==> src/rtl/decode_stage_pkg.sv <==
// -----------------------------------------------------------------------------
// decode_stage_pkg
// Shared definitions for the RV32 decode stage: ALU op encoding, RV32
// opcode/funct constants, register-index width and the instruction decoder.
// Ports: none (package).
// -----------------------------------------------------------------------------
package decode_stage_pkg;

    localparam int REG_AW   = 5;
    localparam int NUM_REGS = 1 << REG_AW;

    typedef logic [REG_AW-1:0] reg_idx_t;

    typedef enum logic [3:0] {
        OP_SLL  = 4'd0,
        OP_SRL  = 4'd1,
        OP_SRA  = 4'd2,
        OP_ADD  = 4'd3,
        OP_SUB  = 4'd4,
        OP_LUI  = 4'd5,
        OP_SLT  = 4'd6,
        OP_SLTU = 4'd7,
        OP_XOR  = 4'd8,
        OP_OR   = 4'd9,
        OP_AND  = 4'd10,
        OP_MUL  = 4'd11
    } alu_op_e;

    // RV32 major opcodes handled by this stage.
    localparam logic [6:0] OPC_OP     = 7'b0110011;
    localparam logic [6:0] OPC_OP_IMM = 7'b0010011;
    localparam logic [6:0] OPC_LUI    = 7'b0110111;

    localparam logic [2:0] F3_ADD_SUB = 3'b000;
    localparam logic [2:0] F3_SLL     = 3'b001;
    localparam logic [2:0] F3_SLT     = 3'b010;
    localparam logic [2:0] F3_SLTU    = 3'b011;
    localparam logic [2:0] F3_XOR     = 3'b100;
    localparam logic [2:0] F3_SRL_SRA = 3'b101;
    localparam logic [2:0] F3_OR      = 3'b110;
    localparam logic [2:0] F3_AND     = 3'b111;

    localparam logic [6:0] F7_BASE    = 7'b0000000;
    localparam logic [6:0] F7_ALT     = 7'b0100000;
    localparam logic [6:0] F7_MULDIV  = 7'b0000001;

    // Where the second ALU operand comes from.
    typedef enum logic [1:0] {
        SRC2_REG,
        SRC2_IMM,
        SRC2_SHAMT,
        SRC2_ZERO
    } src2_e;

    typedef struct packed {
        logic    legal;
        alu_op_e op;
        logic    use_rs1;
        logic    use_rs2;
        src2_e   src2;
    } dec_t;

    // funct3 -> op for the funct7=0000000 flavour shared by OP and OP-IMM.
    function automatic alu_op_e base_op(input logic [2:0] f3);
        alu_op_e res;
        res = OP_ADD;
        case (f3)
            F3_ADD_SUB: res = OP_ADD;
            F3_SLL:     res = OP_SLL;
            F3_SLT:     res = OP_SLT;
            F3_SLTU:    res = OP_SLTU;
            F3_XOR:     res = OP_XOR;
            F3_SRL_SRA: res = OP_SRL;
            F3_OR:      res = OP_OR;
            F3_AND:     res = OP_AND;
        endcase
        return res;
    endfunction

    function automatic dec_t decode(input logic [31:0] inst);
        dec_t       d;
        logic [2:0] f3;
        logic [6:0] f7;
        f3 = inst[14:12];
        f7 = inst[31:25];
        d  = '{legal: 1'b0, op: OP_ADD, use_rs1: 1'b0, use_rs2: 1'b0, src2: SRC2_ZERO};
        case (inst[6:0])
            OPC_OP: begin
                d.use_rs1 = 1'b1;
                d.use_rs2 = 1'b1;
                d.src2    = SRC2_REG;
                if (f7 == F7_MULDIV) begin
                    d.legal = (f3 == F3_ADD_SUB);
                    d.op    = OP_MUL;
                end else if (f7 == F7_BASE) begin
                    d.legal = 1'b1;
                    d.op    = base_op(f3);
                end else if (f7 == F7_ALT) begin
                    d.legal = (f3 == F3_ADD_SUB) || (f3 == F3_SRL_SRA);
                    d.op    = (f3 == F3_ADD_SUB) ? OP_SUB : OP_SRA;
                end
            end
            OPC_OP_IMM: begin
                d.use_rs1 = 1'b1;
                if (f3 == F3_SLL) begin
                    d.legal = (f7 == F7_BASE);
                    d.op    = OP_SLL;
                    d.src2  = SRC2_SHAMT;
                end else if (f3 == F3_SRL_SRA) begin
                    d.legal = (f7 == F7_BASE) || (f7 == F7_ALT);
                    d.op    = (f7 == F7_ALT) ? OP_SRA : OP_SRL;
                    d.src2  = SRC2_SHAMT;
                end else begin
                    d.legal = 1'b1;
                    d.op    = base_op(f3);
                    d.src2  = SRC2_IMM;
                end
            end
            OPC_LUI: begin
                d.legal = 1'b1;
                d.op    = OP_LUI;
            end
            default: ;
        endcase
        return d;
    endfunction

endpackage

==> src/rtl/decode_stage_if.sv <==
// -----------------------------------------------------------------------------
// decode_stage_if
// Bundles the decode stage's instruction handshake, writeback bus and issue
// outputs. master = upstream/writeback driver side, slave = decode stage.
//   in_valid/in_ready/inst     instruction handshake
//   wb_en/wb_addr/wb_data      register writeback
//   out_valid/op/bitimm/rs1/rs2/rd_addr/illegal  registered issue outputs
// -----------------------------------------------------------------------------
interface decode_stage_if;
    import decode_stage_pkg::*;

    logic        in_valid;
    logic        in_ready;
    logic [31:0] inst;
    logic        wb_en;
    reg_idx_t    wb_addr;
    logic [31:0] wb_data;
    logic        out_valid;
    logic [3:0]  op;
    logic [19:0] bitimm;
    logic [31:0] rs1;
    logic [31:0] rs2;
    reg_idx_t    rd_addr;
    logic        illegal;

    modport master (
        output in_valid, inst, wb_en, wb_addr, wb_data,
        input  in_ready, out_valid, op, bitimm, rs1, rs2, rd_addr, illegal
    );

    modport slave (
        input  in_valid, inst, wb_en, wb_addr, wb_data,
        output in_ready, out_valid, op, bitimm, rs1, rs2, rd_addr, illegal
    );

endinterface

==> src/rtl/decode_stage_regfile_sb.sv <==
// -----------------------------------------------------------------------------
// regfile_sb
// 32x32 register file with two combinational read ports and one write port,
// plus a one-bit-per-register pending scoreboard.
//   clk, rst          clock, async active-high reset
//   ra1/ra2 -> rd1/rd2  read ports (x0 reads 0; optional writeback bypass)
//   wb_en/wb_addr/wb_data  write port, also clears the pending bit
//   set_en/set_addr   marks a register pending (issue of a new producer)
//   busy              pending bits as seen by this cycle's hazard check
// -----------------------------------------------------------------------------
module regfile_sb
    import decode_stage_pkg::*;
#(
    parameter bit BYPASS = 1'b1
) (
    input  logic                clk,
    input  logic                rst,
    input  reg_idx_t            ra1,
    input  reg_idx_t            ra2,
    output logic [31:0]         rd1,
    output logic [31:0]         rd2,
    input  logic                wb_en,
    input  reg_idx_t            wb_addr,
    input  logic [31:0]         wb_data,
    input  logic                set_en,
    input  reg_idx_t            set_addr,
    output logic [NUM_REGS-1:0] busy
);

    localparam logic [NUM_REGS-1:0] NOT_X0 = {{(NUM_REGS-1){1'b1}}, 1'b0};

    logic [31:0]         regs [NUM_REGS];
    logic [NUM_REGS-1:0] pending;
    logic [NUM_REGS-1:0] clr_mask;
    logic [NUM_REGS-1:0] set_mask;

    // NOTE: every variable written in always_comb gets a default first, so no
    // path through the block can leave it unassigned and infer a latch.
    always_comb begin
        clr_mask = '0;
        set_mask = '0;
        if (wb_en)  clr_mask[wb_addr]  = 1'b1;
        if (set_en) set_mask[set_addr] = 1'b1;
    end

    // With bypass, a register written this cycle reads the incoming value.
    assign rd1 = (ra1 == '0) ? '0 :
                 (BYPASS && wb_en && (wb_addr == ra1)) ? wb_data : regs[ra1];
    assign rd2 = (ra2 == '0) ? '0 :
                 (BYPASS && wb_en && (wb_addr == ra2)) ? wb_data : regs[ra2];

    // A pending bit being cleared this cycle no longer blocks when bypassing.
    assign busy = BYPASS ? (pending & ~clr_mask) : pending;

    // NOTE: sequential state uses non-blocking assignments so every flop
    // samples pre-edge values regardless of statement order.
    // NOTE: the register array must come up zeroed, so it is built from
    // resettable flops rather than a RAM macro (which cannot be reset).
    always_ff @(posedge clk or posedge rst) begin
        if (rst) begin
            for (int i = 0; i < NUM_REGS; i++) regs[i] <= '0;
            pending <= '0;
        end else begin
            if (wb_en && (wb_addr != '0)) regs[wb_addr] <= wb_data;
            // Set is applied after clear so a same-cycle set/clear stays set.
            pending <= ((pending & ~clr_mask) | set_mask) & NOT_X0;
        end
    end

endmodule

==> src/rtl/decode_stage.sv <==
// -----------------------------------------------------------------------------
// decode_stage
// RV32 decode/issue stage for a subset of OP, OP-IMM and LUI. Reads operands,
// stalls on scoreboard hazards and issues one registered ALU operation per
// accepted legal instruction; unsupported instructions are consumed and
// flagged with a one-cycle illegal pulse.
//   clk, rst   clock, async active-high reset
//   bus        decode_stage_if.slave (handshake, writeback, issue outputs)
// -----------------------------------------------------------------------------
module decode_stage
    import decode_stage_pkg::*;
#(
    parameter bit BYPASS = 1'b1
) (
    input  logic          clk,
    input  logic          rst,
    decode_stage_if.slave bus
);

    dec_t                dec;
    reg_idx_t            rs1_idx;
    reg_idx_t            rs2_idx;
    reg_idx_t            rd_idx;
    logic [31:0]         rf_rd1;
    logic [31:0]         rf_rd2;
    logic [31:0]         opnd1;
    logic [31:0]         opnd2;
    logic [NUM_REGS-1:0] busy;
    logic                stall;
    logic                accept;
    logic                issue;

    assign dec     = decode(bus.inst);
    assign rs1_idx = bus.inst[19:15];
    assign rs2_idx = bus.inst[24:20];
    assign rd_idx  = bus.inst[11:7];

    regfile_sb #(.BYPASS(BYPASS)) u_regfile_sb (
        .clk      (clk),
        .rst      (rst),
        .ra1      (rs1_idx),
        .ra2      (rs2_idx),
        .rd1      (rf_rd1),
        .rd2      (rf_rd2),
        .wb_en    (bus.wb_en),
        .wb_addr  (bus.wb_addr),
        .wb_data  (bus.wb_data),
        .set_en   (issue),
        .set_addr (rd_idx),
        .busy     (busy)
    );

    // rd is checked too, so a newer producer never overtakes an older one.
    // Illegal instructions are consumed regardless of the scoreboard.
    assign stall = bus.in_valid && dec.legal &&
                   ((dec.use_rs1 && busy[rs1_idx]) ||
                    (dec.use_rs2 && busy[rs2_idx]) ||
                    busy[rd_idx]);

    assign bus.in_ready = !stall;
    assign accept       = bus.in_valid && !stall;
    assign issue        = accept && dec.legal;

    assign opnd1 = dec.use_rs1 ? rf_rd1 : '0;

    always_comb begin
        opnd2 = '0;
        case (dec.src2)
            SRC2_REG:   opnd2 = rf_rd2;
            SRC2_IMM:   opnd2 = {{20{bus.inst[31]}}, bus.inst[31:20]};
            SRC2_SHAMT: opnd2 = {27'b0, bus.inst[24:20]};
            default:    opnd2 = '0;
        endcase
    end

    // Payload registers only load on issue, so they hold between issues.
    always_ff @(posedge clk or posedge rst) begin
        if (rst) begin
            bus.out_valid <= 1'b0;
            bus.illegal   <= 1'b0;
            bus.op        <= '0;
            bus.bitimm    <= '0;
            bus.rs1       <= '0;
            bus.rs2       <= '0;
            bus.rd_addr   <= '0;
        end else begin
            bus.out_valid <= issue;
            bus.illegal   <= accept && !dec.legal;
            if (issue) begin
                bus.op      <= dec.op;
                bus.bitimm  <= bus.inst[31:12];
                bus.rs1     <= opnd1;
                bus.rs2     <= opnd2;
                bus.rd_addr <= rd_idx;
            end
        end
    end

endmodule

==> src/flat_wrapper.sv <==
// flat-port wrapper written by rule: the top's interface ports become plain ports
module decode_stage_flat import decode_stage_pkg::*;
#(
    parameter bit BYPASS = 1'b1
)
  (clk, rst, bus_in_valid, bus_inst, bus_wb_en, bus_wb_addr, bus_wb_data, bus_in_ready, bus_out_valid, bus_op, bus_bitimm, bus_rs1, bus_rs2, bus_rd_addr, bus_illegal);
  decode_stage_if bus_i ();
  input  logic clk;
  input  logic rst;
  input wire logic [$bits(bus_i.in_valid)-1:0] bus_in_valid;
  input wire logic [$bits(bus_i.inst)-1:0] bus_inst;
  input wire logic [$bits(bus_i.wb_en)-1:0] bus_wb_en;
  input wire logic [$bits(bus_i.wb_addr)-1:0] bus_wb_addr;
  input wire logic [$bits(bus_i.wb_data)-1:0] bus_wb_data;
  output wire logic [$bits(bus_i.in_ready)-1:0] bus_in_ready;
  output wire logic [$bits(bus_i.out_valid)-1:0] bus_out_valid;
  output wire logic [$bits(bus_i.op)-1:0] bus_op;
  output wire logic [$bits(bus_i.bitimm)-1:0] bus_bitimm;
  output wire logic [$bits(bus_i.rs1)-1:0] bus_rs1;
  output wire logic [$bits(bus_i.rs2)-1:0] bus_rs2;
  output wire logic [$bits(bus_i.rd_addr)-1:0] bus_rd_addr;
  output wire logic [$bits(bus_i.illegal)-1:0] bus_illegal;
  assign bus_i.in_valid = bus_in_valid;
  assign bus_i.inst = bus_inst;
  assign bus_i.wb_en = bus_wb_en;
  assign bus_i.wb_addr = bus_wb_addr;
  assign bus_i.wb_data = bus_wb_data;
  assign bus_in_ready = bus_i.in_ready;
  assign bus_out_valid = bus_i.out_valid;
  assign bus_op = bus_i.op;
  assign bus_bitimm = bus_i.bitimm;
  assign bus_rs1 = bus_i.rs1;
  assign bus_rs2 = bus_i.rs2;
  assign bus_rd_addr = bus_i.rd_addr;
  assign bus_illegal = bus_i.illegal;
  decode_stage #(.BYPASS(BYPASS)) u_core (.clk(clk), .rst(rst), .bus(bus_i));
endmodule
==> config.mk <==
export PLATFORM = sky130hd
export DESIGN_NAME = decode_stage_flat
export DESIGN_NICKNAME = d
export VERILOG_FILES = /design/src/rtl/decode_stage_pkg.sv /design/src/rtl/decode_stage_if.sv /design/src/rtl/decode_stage_regfile_sb.sv /design/src/rtl/decode_stage.sv /design/src/flat_wrapper.sv
export SDC_FILE = /design/constraint.sdc
export NUM_CORES = 2
export LEC_CHECK = 0
export ABC_CLOCK_PERIOD_IN_PS = 51400
export BUFFER_PORTS_ARGS = -buffer_cell sky130_fd_sc_hd__buf_4
export CORE_MARGIN = 4
export CORE_UTILIZATION = 50
export DETAILED_ROUTE_END_ITERATION = 10
export PLACE_DENSITY = 0.69
export SYNTH_ARGS = -nofsm -noshare
export SYNTH_HDL_FRONTEND = slang
export SYNTH_SLANG_ARGS = --single-unit
export TNS_END_PERCENT = 5
==> constraint.sdc <==
create_clock -name clk -period 51.4 [get_ports clk]
set_input_delay 12.85 -clock clk [delete_from_list [all_inputs] [get_ports clk]]
set_output_delay 12.85 -clock clk [all_outputs]
set_load 0.02 [all_outputs]
Yosys cells after proc, flatten, opt, wreduce, memory -nomap -nowiden
Memory sizes are Yosys's and may differ from the RTL's.
Index checks and enable logic that the tools add are counted.
Widths: inputs -> output; s select.

operators by class
  order comparisons = 10
  eq/ne operators = 11
  muxes and demuxes = 40
  bitwise logic cells = 6
  reduce and logical (&&, ||, !) cells = 26

operator list
  cell                number
  $bwmux 1024         1
  $mux 32             12
  $bmux 32 s5         2
  $demux 32 s5        1
  $pmux 32 s3         1
  $and 32x32->32      1
  $not 32->32         1
  $or 32x32->32       1
  $mux 5              5
  $lt 5x6->1 const B  4
  $eq 7x6->1 const B  3
  $ge 6x6->1 const B  3
  $not 5->6           3
  $bmux 1 s5          3
  $pmux 5 s3          1
  $logic_and 1x1->1   13
  $demux 1 s5         2
  $eq 5x5->1          2
  $ge 5x1->1 const B  2
  $logic_not 5->1     2
  $eq 7x1->1 const B  1
  $eq 7x5->1 const B  1
  $logic_not 7->1     1
  $mux 1              7
  other kinds (14)    20

storage, ports and cells
  bits in registers = 1150
  memory bits (read-only) = 64
  input port bits = 73
  output and inout bits = 96
  word-level logic and storage cells = 135
  memories kept = 2

memories
  name             depth  width  rd ports  clocked after Yosys merged registers in  write ports  line                    source
  (no name shown)  8      4      1         0                                        0            decode_stage_pkg.sv:67  case (f3)
  (no name shown)  8      4      1         0                                        0            decode_stage_pkg.sv:67

Logic depth before layout (Yosys ltp)
  depth in word-level cells = 18
  depth in mapped cells = 14
  mapped depth without buffers = 9

Cells and area by module
From an unflattened synthesis, not the netlist that was laid out.

second synthesis, totals
  cell total of the unflattened synthesis = 4385
  area, all modules = 61542.8 um^2

by module, submodules not included
  module        instances  cells each  area an instance (um^2)  sequential area each (um^2)
  regfile_sb    1          3912        56281.5                  26400.3
  decode_stage  1          473         5261.3                   2377.3

Least setup slack after synthesis
OpenSTA, ideal clock, no wires.

  path kind = input-to-output
  start = input port bus_wb_addr[0]
  end = output port bus_in_ready
  arrival = 14.659 ns
  data required time = 38.550 ns
  setup slack = 23.891 ns
  cell stages on the path = 9
  path buffers = 2
  cell sequence = buf_4 or2_2 buf_2 o21ai_0 mux4_2 or2_2 a311oi_1 a211oi_2 a21o_1

on the way
  cells in the longest elaborated chain, start to end = 14
  elaborated cells between the ends (all ways) = 20
  classes of those cells = 2 x order compare; 9 x mux; 2 x bitwise; 7 x reduce/logical

ends and longest elaborated chain
  what                                                                   line                                    source
  start: declaration                                                     flat_wrapper.sv:13                      input wire logic [$bits(bus_i.wb_addr)-1:0] bus_wb_addr;
  $lt 5x6->1 (implied by the code) / $ge 5x1->1 (equally long branches)  decode_stage_regfile_sb.sv:42           if (wb_en) clr_mask[wb_addr] = 1'b1;
  $logic_and 1x1->1 (implied by the code)                                decode_stage_regfile_sb.sv:42
  $mux 1 (implied by the code)                                           decode_stage_regfile_sb.sv:42
  $demux 1 s5 (*)                                                        decode_stage_regfile_sb.sv:42
  $mux 32 (*)                                                            decode_stage_regfile_sb.sv:42
  $not 32->32 (*)                                                        decode_stage_regfile_sb.sv:53           assign busy = BYPASS ? (pending & ~clr_mask) : pending;
  $and 32x32->32 (*)                                                     decode_stage_regfile_sb.sv:53
  $bmux 1 s5, on equally long branches                                   decode_stage.sv:56, decode_stage.sv:57
  $mux 1, on equally long branches                                       decode_stage.sv:56, decode_stage.sv:57
  $logic_and 1x1->1, on equally long branches                            decode_stage.sv:56, decode_stage.sv:57
  $logic_or 1x1->1                                                       decode_stage.sv:56                      ((dec.use_rs1 && busy[rs1_idx]) ||
  $logic_or 1x1->1 (*)                                                   decode_stage.sv:57                      (dec.use_rs2 && busy[rs2_idx]) ||
  $logic_and 1x1->1 (*)                                                  decode_stage.sv:55                      assign stall = bus.in_valid && dec.legal &&
  $logic_not 1->1 (*)                                                    decode_stage.sv:60                      assign bus.in_ready = !stall;
  end: declaration                                                       flat_wrapper.sv:15                      output wire logic [$bits(bus_i.in_ready)-1:0] bus_in_ready;

Every way passes the cells marked *; elsewhere a longest branch is shown, timed or not. The select of a mux whose other input is x is not followed.

Worst setup path in the final report
  start = input port bus_wb_addr[3]
  end = output port bus_in_ready

The elaborated chain is that of the path after synthesis.

==> results.py <==
metrics = {
    "synthesis": {
        "async_flop_share": 1.000,
        "ys_types": 72,
        "syn-cell-area_sq_mm": 0.06153,
        "ys_ff_latch": 1150,
        "synth_most_common_cell": "dfrtp_1",
        "synthFlopType": "dfrtp_1",
        "syn-num-nets": 4344,
        "syn_inst": 4268,
        "synth_seq_area_share": 0.4677,
        "synth_edf_count": 0,
        "synth.top_cell.area_share": 0.4677,
        "synth_area_leader_cell": "dfrtp_1",
        "syn_avg_cell_area_sq_um": 14.42,
        "yosysWarningCount": 0,
        "synth_area_leaders": "dfrtp_1, mux2_2, mux4_2, mux2i_1, clkbuf_1",
        "yosys-top-cells-count": "dfrtp_1, mux2_2, mux4_2",
    },
    "cts": {
        "tritoncts": "done",
        "postCtsSetupBuffers": 0,
        "h-tree-depth": 3,
        "worst_skew_pair.late_latency_ps": 730,
        "numCtsBuffers": 120,
        "clkTransAtPathRegs_ps": 60,
        "clock-root-buffer": "clkbuf_16",
        "clk_path_buf_depth": 3,
        "clkSinkCount": 1150,
        "cts_resized": 0,
        "hold_buffers": 0,
    },
    "critical_path": {
        "crit_chain": "buf_4 > nor4b_2 > nand2_4 > and4b_1 > a211oi_1 > nor4_1 > a211oi_2 > a21o_1 > buf_4",
        "r2r-end": "u_core.bus.rs2[13]$_DFFE_PP0P_",
        "critPathSlowestCell": "nor4b_2",
        "arrival_ps": 16060,
        "reg2reg_slack_ps": 47010,
        "crit_top_cell": "buf_4",
        "worst_setup_path_end_kind": "output port",
        "cp-start-kind": "primary input",
        "cp_data_required_time_ps": 38550,
        "worstPathMaxFanout": 35,
        "path_buf_inv": 2,
        "path_class": "in2out",
        "critical-path-top-delay-family": "simple AND/OR/NAND/NOR gates",
        "critPathMaxStageDelay_ps": 760,
        "worstReg2RegStart": "u_core.u_regfile_sb.pending[24]$_DFF_PP0_",
        "reg2regPathDepth": 8,
    },
    "worst_hold_path": {
        "hold_path_class": "reg2reg",
        "hp-start": "u_core.u_regfile_sb.regs[996]$_DFFE_PP0P_",
        "hold_path_depth": 0,
        "holdPathEnd": "u_core.u_regfile_sb.regs[996]$_DFFE_PP0P_",
    },
    "detailed_routing": {
        "num_vias": 39773,
        "highest_layer": "met5",
        "post-route-drc-count": 0,
        "vias_per_cell": 6.765,
        "first_iter_violations": 3938,
        "dr.pass1.iters": 5,
        "wl_mm": 185.7,
        "wl_met3_mm": 15.34,
        "wl_met1_mm": 77.33,
        "postRouteAntennaNets": 0,
        "dr_wl_met2_mm": 86.95,
        "wl_per_cell_um": 31.59,
    },
    "global_routing": {
        "grt.total_usage": 0.2911,
        "grt_remaining_overflow": 0,
        "grt_pass1_vias": 40514,
        "grt_max_degree": 171,
        "grt_antenna_before_repair": 4,
        "grt_pass1_wl_mm": 276.2,
    },
    "timing": {
        "setup_tns_ps": 0,
        "finClkSkew_ps": 30.50,
        "relSlewSlack": 0.1998,
        "fin_crit_sh": 0.5625,
        "rsz0062_at_grt": "no",
        "slew_violations": 0,
        "hold_violations": 0,
        "worst_pin_slew_ps": 1200,
        "setup_viol": 0,
        "hold_ws_ps": 397.5,
        "max_freq_mhz": 34.59,
        "fin_crit_ps": 28910,
    },
    "die": {
        "dieHeight_um": 358.8,
        "dieArea_sq_mm": 0.1287,
        "num_rows": 128,
        "die_x_um": 358.8,
        "core_sq_mm": 0.1220,
        "ios": 169,
        "initial_core_util": 0.5042,
    },
    "job": {
        "drv_cap": 0,
    },
    "power_and_ir_drop": {
        "p_leak_nw": 29.76,
        "power.density_mw_per_mm2": 37.68,
        "ir_worst_vdd_mv": 0.02939,
    },
    "place": {
        "post-place-cells": 5664,
        "globalplace.congestion": 0.8779,
        "place_hpwl_mm": 100.3,
        "port-buffer-count": 168,
    },
    "outcome": {
        "status": "finished, final reports clean",
    },
    "layout": {
        "fin_cells": 5879,
        "drive_above_1_share": 0.4907,
        "nets": 4237,
        "area_growth_pct": 10.28,
    },
}
-- cells in the final DEF, fill, tap and decap left out, types with 33 or more instances in the layout --
master | netlist | layout
clkbuf_16 | 0 | 121
buf_4 | 9 | 230
a211oi_1 | 35 | 35
mux2_2 | 1060 | 1060
nand2_1 | 241 | 227
mux2i_1 | 205 | 205
mux4_2 | 520 | 520
o21ai_0 | 88 | 88
nand4_1 | 33 | 33
dfrtp_1 | 1150 | 1150
nor2_1 | 77 | 60
o2111ai_1 | 34 | 34
-- worst reg2reg max path, stage by stage, from the launching register on --
cell and delay [ps]:
dfrtp_1 400, o21ai_0 260, mux4_2 520, or2_2 280
a311oi_1 440, a211oi_2 110, nand3b_1 900, buf_4 860
mux2_2 500
-- area by class of cell --
| type | count | area (sq um) |
|---|---|---|
| clock buffer | 174 | 3497 |
| tap | 1625 | 2033 |
| antenna | 1 | 2.502 |
| clock inverter | 40 | 544.3 |
| fill | 9730 | 54180 |
| inverter | 16 | 70.07 |
| multi-input combinational | 2634 | 31050 |
| sequential | 1150 | 28780 |
| timing repair buffer | 239 | 1878 |
-- per-stage QoR --
step	utilization	area, sq um	worst slack (ps)	total power (W)
after global routing	0.5560	67850	22390	0.002663
after CTS	0.5560	67850	22450	0.002567
final	0.5560	67850	22490	0.002556
after global placement	0.5229	63810	22480	0.001647
after floorplan	-	61530	6161	0.001542
after detailed placement	0.5229	63810	22440	0.001668
-- flip-flops by register name, indices dropped and copies added, names as in the netlist --
signal and flops:
u_core.bus.illegal 1, u_core.bus.out_valid 1, u_core.bus.rs2 32, u_core.bus.op 4
u_core.bus.rs1 32, u_core.bus.bitimm 20, u_core.u_regfile_sb.regs 1024, u_core.u_regfile_sb.pending 31
u_core.bus.rd_addr 5
-- kinds of logic after synthesis --
kind of cell    count (synthesis)  synth area share
mux                          1809            0.4235
flops                        1150            0.4677
buf+inv                       484           0.03231
simple gates                  460           0.03465
compound gates                351           0.03961
xor+xnor                       11          0.001566
fa+ha+maj                       3         0.0006101
-- worst max path at each step --
stage	startpoint	endpoint	slack, ps	cells past startpoint
detailed placement	bus_wb_addr[3]	bus_in_ready	22440	9
global route	bus_wb_addr[3]	bus_in_ready	22390	9
global placement	bus_wb_addr[3]	bus_in_ready	22480	9
floorplan	rst	u_core.bus.bitimm[0]$_DFFE_PP0P_	6160	1
finish	bus_wb_addr[3]	bus_in_ready	22490	9
CTS	bus_wb_addr[3]	bus_in_ready	22450	9
-- power by group --
part           total (W)  leakage [nW]  switching [W]  internal, W
Clock           0.000899          1.98       0.000374     0.000525
Combinational   0.000485          12.9       0.000192     0.000292
Sequential       0.00117          14.9       0.000111      0.00106
-- routing by layer --
metal,track usage,vias up
li1,-,16167
met1,0.4122,21465
met2,0.4533,1778
met3,0.06149,361
met4,0.09591,2
met5,0,-
Note: power is estimated with default switching activity, not from simulation.
